<file path="config.mk">
export PLATFORM = sky130hd
export DESIGN_NAME = conv_loop_controller
export DESIGN_NICKNAME = d
export VERILOG_FILES = /design/src/rtl/conv_ctrl_pkg.sv /design/src/rtl/wrap_counter.sv /design/src/rtl/conv_loop_controller.sv
export SDC_FILE = /design/constraint.sdc
export NUM_CORES = 1
export LEC_CHECK = 0
export CAP_MARGIN = 40
export CORE_UTILIZATION = 59
export CTS_BUF_LIST = sky130_fd_sc_hd__clkbuf_16
export DETAILED_ROUTE_END_ITERATION = 16
export DONT_BUFFER_PORTS = 1
export GPL_ROUTABILITY_DRIVEN = 0
export MAX_ROUTING_LAYER = met4
export PLACE_DENSITY = 0.75
export SYNTH_ARGS = -nofsm -noshare
export SYNTH_HDL_FRONTEND = slang
export SYNTH_HIERARCHICAL = 1
export SYNTH_SLANG_ARGS = --single-unit
</file>
<file path="constraint.sdc">
create_clock -name clk -period 1.9 [get_ports clk]
set_clock_uncertainty 0.1 [all_clocks]
set_input_delay 0.19 -clock clk [delete_from_list [all_inputs] [get_ports clk]]
set_output_delay 0.19 -clock clk [all_outputs]
set_load 0.01 [all_outputs]
</file>
<file path="src/rtl/conv_ctrl_pkg.sv">
// Shared types and sizing helpers for the convolution loop controller.
// Related files: wrap_counter.sv, conv_loop_controller.sv.
package conv_ctrl_pkg;

    typedef enum logic [1:0] {
        IDLE  = 2'd0,
        RUN   = 2'd1,
        WRITE = 2'd2
    } ctrl_state_t;

    // A dimension of 1 still needs a 1-bit counter so ports never collapse to zero width.
    function automatic int cw(input int n);
        cw = (n > 1) ? $clog2(n) : 1;
    endfunction

    function automatic int beats_per_output(input int kernel_size, input int in_channels);
        beats_per_output = kernel_size * kernel_size * in_channels;
    endfunction

    localparam int DEF_KERNEL_SIZE          = 3;
    localparam int DEF_INPUT_NB_CHANNELS    = 2;
    localparam int DEF_BEATS_PER_OUTPUT     = beats_per_output(DEF_KERNEL_SIZE, DEF_INPUT_NB_CHANNELS);

endpackage

</file>
<file path="src/rtl/wrap_counter.sv">
// Modulo-MAX loop counter: advances on en, wraps to 0 after MAX-1, flags its last value.
// Chained by the controller via en & last to build nested loops.
module wrap_counter
    import conv_ctrl_pkg::*;
#(
    parameter int MAX = 4
) (
    input  logic                 clk,
    input  logic                 arst_n,
    input  logic                 en,
    input  logic                 clr,
    output logic [cw(MAX)-1:0]   cnt,
    output logic                 last
);

    localparam int CW = cw(MAX);
    localparam logic [CW-1:0] LAST_VAL = CW'(MAX - 1);

    logic [CW-1:0] cnt_r;

    assign cnt  = cnt_r;
    assign last = (cnt_r == LAST_VAL);

    // Counter state: clear wins over advance; wrap happens when advancing from the last value.
    always_ff @(posedge clk or negedge arst_n) begin
        if (!arst_n) begin
            cnt_r <= '0;
        end else if (clr) begin
            cnt_r <= '0;
        end else if (en) begin
            if (last) begin
                cnt_r <= '0;
            end else begin
                cnt_r <= cnt_r + CW'(1);
            end
        end else begin
            cnt_r <= cnt_r;
        end
    end

endmodule

</file>
<file path="src/rtl/conv_loop_controller.sv">
// Convolution loop sequencer: walks y, x, ch_out, ch_in, ky, kx and strobes finished outputs.
// Optional stall counter port enabled by defining CONV_CTRL_STALL_CNT_EN.
module conv_loop_controller
    import conv_ctrl_pkg::*;
#(
    parameter int FEATURE_MAP_WIDTH  = 4,
    parameter int FEATURE_MAP_HEIGHT = 3,
    parameter int INPUT_NB_CHANNELS  = DEF_INPUT_NB_CHANNELS,
    parameter int OUTPUT_NB_CHANNELS = 2,
    parameter int KERNEL_SIZE        = DEF_KERNEL_SIZE
) (
    input  logic                                  clk,
    input  logic                                  arst_n,
    input  logic                                  start,
    output logic                                  running,
    input  logic                                  valid,
    output logic                                  ready,
    output logic                                  mac_en,
    output logic                                  acc_clear,
    output logic                                  output_valid,
    output logic [cw(FEATURE_MAP_WIDTH)-1:0]      output_x,
    output logic [cw(FEATURE_MAP_HEIGHT)-1:0]     output_y,
    output logic [cw(OUTPUT_NB_CHANNELS)-1:0]     output_ch,
    output logic                                  done
`ifdef CONV_CTRL_STALL_CNT_EN
    ,
    output logic [31:0]                           stall_cycles
`endif
);

    localparam int XW  = cw(FEATURE_MAP_WIDTH);
    localparam int YW  = cw(FEATURE_MAP_HEIGHT);
    localparam int COW = cw(OUTPUT_NB_CHANNELS);
    localparam int CIW = cw(INPUT_NB_CHANNELS);
    localparam int KW  = cw(KERNEL_SIZE);

    ctrl_state_t     state_r;
    logic            running_r;
    logic            ready_r;
    logic            output_valid_r;
    logic            acc_clear_r;
    logic            done_r;
    logic [XW-1:0]   output_x_r;
    logic [YW-1:0]   output_y_r;
    logic [COW-1:0]  output_ch_r;

    logic            mac_en_s;
    logic            start_acc_s;
    logic            write_s;
    logic            beat_last_s;
    logic            layer_last_s;

    logic [KW-1:0]   kx_s;
    logic [KW-1:0]   ky_s;
    logic [CIW-1:0]  ci_s;
    logic [COW-1:0]  co_s;
    logic [XW-1:0]   x_s;
    logic [YW-1:0]   y_s;
    logic            kx_last_s;
    logic            ky_last_s;
    logic            ci_last_s;
    logic            co_last_s;
    logic            x_last_s;
    logic            y_last_s;

    // Inner tap/channel values live in the datapath's addressing; only their wrap flags matter here.
    logic            unused_inner_s;
    assign unused_inner_s = ^{kx_s, ky_s, ci_s};

    assign mac_en_s     = valid & ready_r;
    assign start_acc_s  = (state_r == IDLE) & start;
    assign write_s      = (state_r == WRITE);
    assign beat_last_s  = kx_last_s & ky_last_s & ci_last_s;
    assign layer_last_s = co_last_s & x_last_s & y_last_s;

    assign running      = running_r;
    assign ready        = ready_r;
    assign mac_en       = mac_en_s;
    assign acc_clear    = acc_clear_r;
    assign output_valid = output_valid_r;
    assign output_x     = output_x_r;
    assign output_y     = output_y_r;
    assign output_ch    = output_ch_r;
    assign done         = done_r;

    wrap_counter #(.MAX(KERNEL_SIZE)) u_kx (
        .clk(clk), .arst_n(arst_n), .en(mac_en_s), .clr(start_acc_s),
        .cnt(kx_s), .last(kx_last_s)
    );

    wrap_counter #(.MAX(KERNEL_SIZE)) u_ky (
        .clk(clk), .arst_n(arst_n), .en(mac_en_s & kx_last_s), .clr(start_acc_s),
        .cnt(ky_s), .last(ky_last_s)
    );

    wrap_counter #(.MAX(INPUT_NB_CHANNELS)) u_ci (
        .clk(clk), .arst_n(arst_n), .en(mac_en_s & kx_last_s & ky_last_s), .clr(start_acc_s),
        .cnt(ci_s), .last(ci_last_s)
    );

    wrap_counter #(.MAX(OUTPUT_NB_CHANNELS)) u_co (
        .clk(clk), .arst_n(arst_n), .en(write_s), .clr(start_acc_s),
        .cnt(co_s), .last(co_last_s)
    );

    wrap_counter #(.MAX(FEATURE_MAP_WIDTH)) u_x (
        .clk(clk), .arst_n(arst_n), .en(write_s & co_last_s), .clr(start_acc_s),
        .cnt(x_s), .last(x_last_s)
    );

    wrap_counter #(.MAX(FEATURE_MAP_HEIGHT)) u_y (
        .clk(clk), .arst_n(arst_n), .en(write_s & co_last_s & x_last_s), .clr(start_acc_s),
        .cnt(y_s), .last(y_last_s)
    );

    // Control FSM; every output is registered from the state being entered.
    always_ff @(posedge clk or negedge arst_n) begin
        if (!arst_n) begin
            state_r        <= IDLE;
            running_r      <= 1'b0;
            ready_r        <= 1'b0;
            output_valid_r <= 1'b0;
            acc_clear_r    <= 1'b0;
            done_r         <= 1'b0;
            output_x_r     <= '0;
            output_y_r     <= '0;
            output_ch_r    <= '0;
        end else begin
            output_valid_r <= 1'b0;
            acc_clear_r    <= 1'b0;
            done_r         <= 1'b0;
            case (state_r)
                IDLE: begin
                    if (start) begin
                        state_r   <= RUN;
                        running_r <= 1'b1;
                        ready_r   <= 1'b1;
                    end else begin
                        state_r   <= IDLE;
                        running_r <= 1'b0;
                        ready_r   <= 1'b0;
                    end
                end
                RUN: begin
                    if (mac_en_s && beat_last_s) begin
                        state_r        <= WRITE;
                        ready_r        <= 1'b0;
                        output_valid_r <= 1'b1;
                        acc_clear_r    <= 1'b1;
                        done_r         <= layer_last_s;
                        output_x_r     <= x_s;
                        output_y_r     <= y_s;
                        output_ch_r    <= co_s;
                    end else begin
                        state_r <= RUN;
                        ready_r <= 1'b1;
                    end
                end
                WRITE: begin
                    if (layer_last_s) begin
                        state_r   <= IDLE;
                        running_r <= 1'b0;
                        ready_r   <= 1'b0;
                    end else begin
                        state_r   <= RUN;
                        running_r <= 1'b1;
                        ready_r   <= 1'b1;
                    end
                end
                default: begin
                    state_r   <= IDLE;
                    running_r <= 1'b0;
                    ready_r   <= 1'b0;
                end
            endcase
        end
    end

`ifdef CONV_CTRL_STALL_CNT_EN
    logic [31:0] stall_cycles_r;

    assign stall_cycles = stall_cycles_r;

    // Stall accounting: RUN cycles without an input beat, saturating, frozen once the layer ends.
    always_ff @(posedge clk or negedge arst_n) begin
        if (!arst_n) begin
            stall_cycles_r <= 32'd0;
        end else if (start_acc_s) begin
            stall_cycles_r <= 32'd0;
        end else if ((state_r == RUN) && !valid && (stall_cycles_r != 32'hFFFF_FFFF)) begin
            stall_cycles_r <= stall_cycles_r + 32'd1;
        end else begin
            stall_cycles_r <= stall_cycles_r;
        end
    end
`endif

endmodule

</file>
==> flow_metrics.env <==
export IMPL_outcome="finished, final reports clean"
export IMPL_synth_avg_cell_area_um2=12.25
export IMPL_critPathRequiredTime_ns=1.93
export IMPL_viasPerCell=5.917
export IMPL_crit_path_start="u_ky/cnt[0]$_DFFE_PN0P_"
export IMPL_worstPathArrival_ns=1.79
export IMPL_cts_setup_buffers=0
export IMPL_netlist_instances=77
export IMPL_ant_nets=0
export IMPL_synthArstFlopShare_pct=100.0
export IMPL_setup_worst_path_end_class="register"
export IMPL_tritoncts="built"
export IMPL_max_freq_mhz=568.7
export IMPL_clock_sinks=20
export IMPL_drv_cap=0
export IMPL_finalCritPeriodShare_pct=92.54
export IMPL_min_period_ns=1.758
export IMPL_final_hold_viol_count=0
export IMPL_post_route_drc_count=0
export IMPL_setup_viol_count_final=0
export IMPL_clockBufferDepth=2
export IMPL_power_density_mw_per_mm2=1344
export IMPL_final_nets=86
export IMPL_cp_cell_sequence="nor2b_1 > and4_4 > and3b_1 > mux2_4"
export IMPL_grt_antenna_before_repair=0
export IMPL_globalRouteTotalUtil_pct=22.34
export IMPL_yosysTopAreaCell="dfrtp_1"
export IMPL_synth_flop_cell="dfrtp_1"
export IMPL_area_delta_synth_final_pct=10.34
export IMPL_synth_edf_count=0
export IMPL_insertion_delay_ns=0.25
export IMPL_port_buffers=0
export IMPL_first_iter_violations=6
export IMPL_io_pins=15
export IMPL_yosysSeqAreaShare_pct=53.05
export IMPL_synth_top_cell_area_share_pct=53.05
export IMPL_slowest_stage="dfrtp_1"
export IMPL_crit_path_start_kind="register"
export IMPL_dieArea_mm2=0.001763
export IMPL_fp_dieW_um=41.99
export IMPL_routed_wirelength_mm=1.624
export IMPL_num_vias=568
export IMPL_rrSetupSlack_ns=0.14
export IMPL_power_total_mw=1.400
export IMPL_yosysMostFrequentCell="dfrtp_1"
export IMPL_irDropWorstVdd_mv=0.8426
export IMPL_ys_warn_count=6
export IMPL_rsz0062_at_grt="no"
export IMPL_r2r_start="u_ky/cnt[0]$_DFFE_PN0P_"
export IMPL_cts_root_buf="clkbuf_16"
export IMPL_max_slew_margin_pct=75.28
export IMPL_worstPathMaxFanout=7
export IMPL_numCtsBuffers=3
export IMPL_antenna_cells=0
export IMPL_dieHeight_um=41.99
export IMPL_synthesis_area_um2=943.4
export IMPL_wl_per_cell_um=16.92
export IMPL_fillers=109
export IMPL_grt_pass1_wl_mm=2.794
export IMPL_seqCellArea_um2=500.5
export IMPL_dp_hpwl_mm=1.021
export IMPL_synthTopCellsByCount="dfrtp_1, nand2b_1, a21oi_1"
export IMPL_core_mm2=0.001506
export IMPL_grt_overflow_total=0
export IMPL_start_util_pct=62.62
export IMPL_dp_slack_ns=0.1650
export IMPL_fin_setup_tns_ns=0
export IMPL_synth_cell_types=23
export IMPL_syn_nets=82
export IMPL_ys_ff_latch=20
export IMPL_drt_pass1_iter_count=4
export IMPL_worstMarginPinSlew_ns=0.3707
export IMPL_finalWorstSetupSlack_ns=0.1417
export IMPL_hp_class="input port to asynchronous set/reset pin"
export IMPL_max_stage_delay_ns=0.40
export IMPL_grt_pass1_vias=604
export IMPL_drive_gt1_share_pct=16.25
export IMPL_worstSetupPathType="register to register"
export IMPL_fin_util_pct=69.10
export IMPL_rows=14
export IMPL_path_clk_slew_ns=0.06
export IMPL_synth_area_leaders="dfrtp_1, mux2_4, nand2b_1"
export IMPL_htree_levels=1
export IMPL_multi_input_area_um2=405.4
export IMPL_p_leak_nw=0.4758
export IMPL_grt_max_degree=21
export IMPL_drv_slew=0
-- where the power goes --
group	leakage [nW]	internal, mW	switching, mW
logic	0.178	0.148	0.128
clock network	0.0385	0.280	0.148
registers	0.260	0.553	0.142
-- state kept, by name, summed over array words and instances (netlist names) --
name	flops
acc_clear	1
done	1
output_ch	1
output_x	2
output_y	2
running	1
state_r	2
u_ci/cnt	1
u_co/cnt	1
u_kx/cnt	2
u_ky/cnt	2
u_x/cnt	2
u_y/cnt	2
-- worst max-delay path: cells and delay by family, from the launching register on --
kind / cells / cell delay [ns]
and+or+nand+nor: 3 / 0.80
DFF: 1 / 0.40
muxes: 1 / 0.34
-- kinds of logic (layout without fill, tap and decap cells) --
group                    count (synthesis)  in the layout  share of synthesized area, %
AND/OR/NAND/NOR                         34             34                         24.80
flip-flops                              20             20                         53.05
AO/OA/AOI/OAI                            9              9                         5.969
multiplexers                             6              6                         9.018
buffers and inverters                    5              8                         3.978
XOR/XNOR                                 2              2                         1.857
adder cells (fa/ha/maj)                  1              1                         1.326
-- area by class of cell --
class | count | share of cell area [%]
Sequential cell | 20 | 48.08
Multi-Input combinational cell | 52 | 38.94
Clock buffer | 3 | 7.212
Timing Repair Buffer | 3 | 3.125
Tap cell | 16 | 1.923
Clock inverter | 1 | 0.3606
Inverter | 1 | 0.3606
-- cell usage in the layout, fill, tap and decap left out, drive strengths merged, types with 4 or more instances in the layout --
| cell | netlist | routed |
|---|---|---|
| dfrtp | 20 | 20 |
| nand2b | 8 | 8 |
| a21oi | 7 | 7 |
| mux2 | 5 | 5 |
| nor2 | 4 | 4 |
| nor2b | 4 | 4 |
| or3b | 4 | 4 |
-- what timing repair did --
| action | CTS | global route |
|---|---|---|
| resized for setup | 0 | 0 |
| endpoints found under the hold margin | 20 | 0 |
| hold buffers | 1 | 0 |
-- metrics by stage --
| step | cells | hold slack [ns] | instance area (um2) |
|---|---|---|---|
| 2_1_floorplan | 77 | -0.2056 | 943.4 |
| 3_3_place_gp | 90 | -0.2052 | 937.1 |
| 3_5_place_dp | 90 | -0.2051 | 937.1 |
| 4_1_cts | 95 | 0.09013 | 1026 |
| 5_1_grt | 96 | 0.07856 | 1041 |
| 6_report | 96 | 0.08702 | 1041 |
-- layer usage --
metal  global-route usage, %  vias to the layer above  wire [um]
li1                        -                      272          -
met5                       -                        -          0
met4                   9.677                        0         21
met1                   27.83                      278        727
met2                   34.06                       15        791
met3                   6.466                        3         84
-- worst paths after layout --
path | end | cells past startpoint
hold / removal | done$_DFF_PN0_ | 1
setup / recovery | output_ch$_DFFE_PN0P_ | 4
min in group clk | state_r[0]$_DFF_PN0_ | 2
hold reg to reg | u_ci/cnt$_DFFE_PN0P_ | 2
setup reg to reg | output_ch$_DFFE_PN0P_ | 4
max in group asynchronous | u_kx/cnt[1]$_DFFE_PN0P_ | 2
Note: power is estimated with default switching activity, not from simulation.
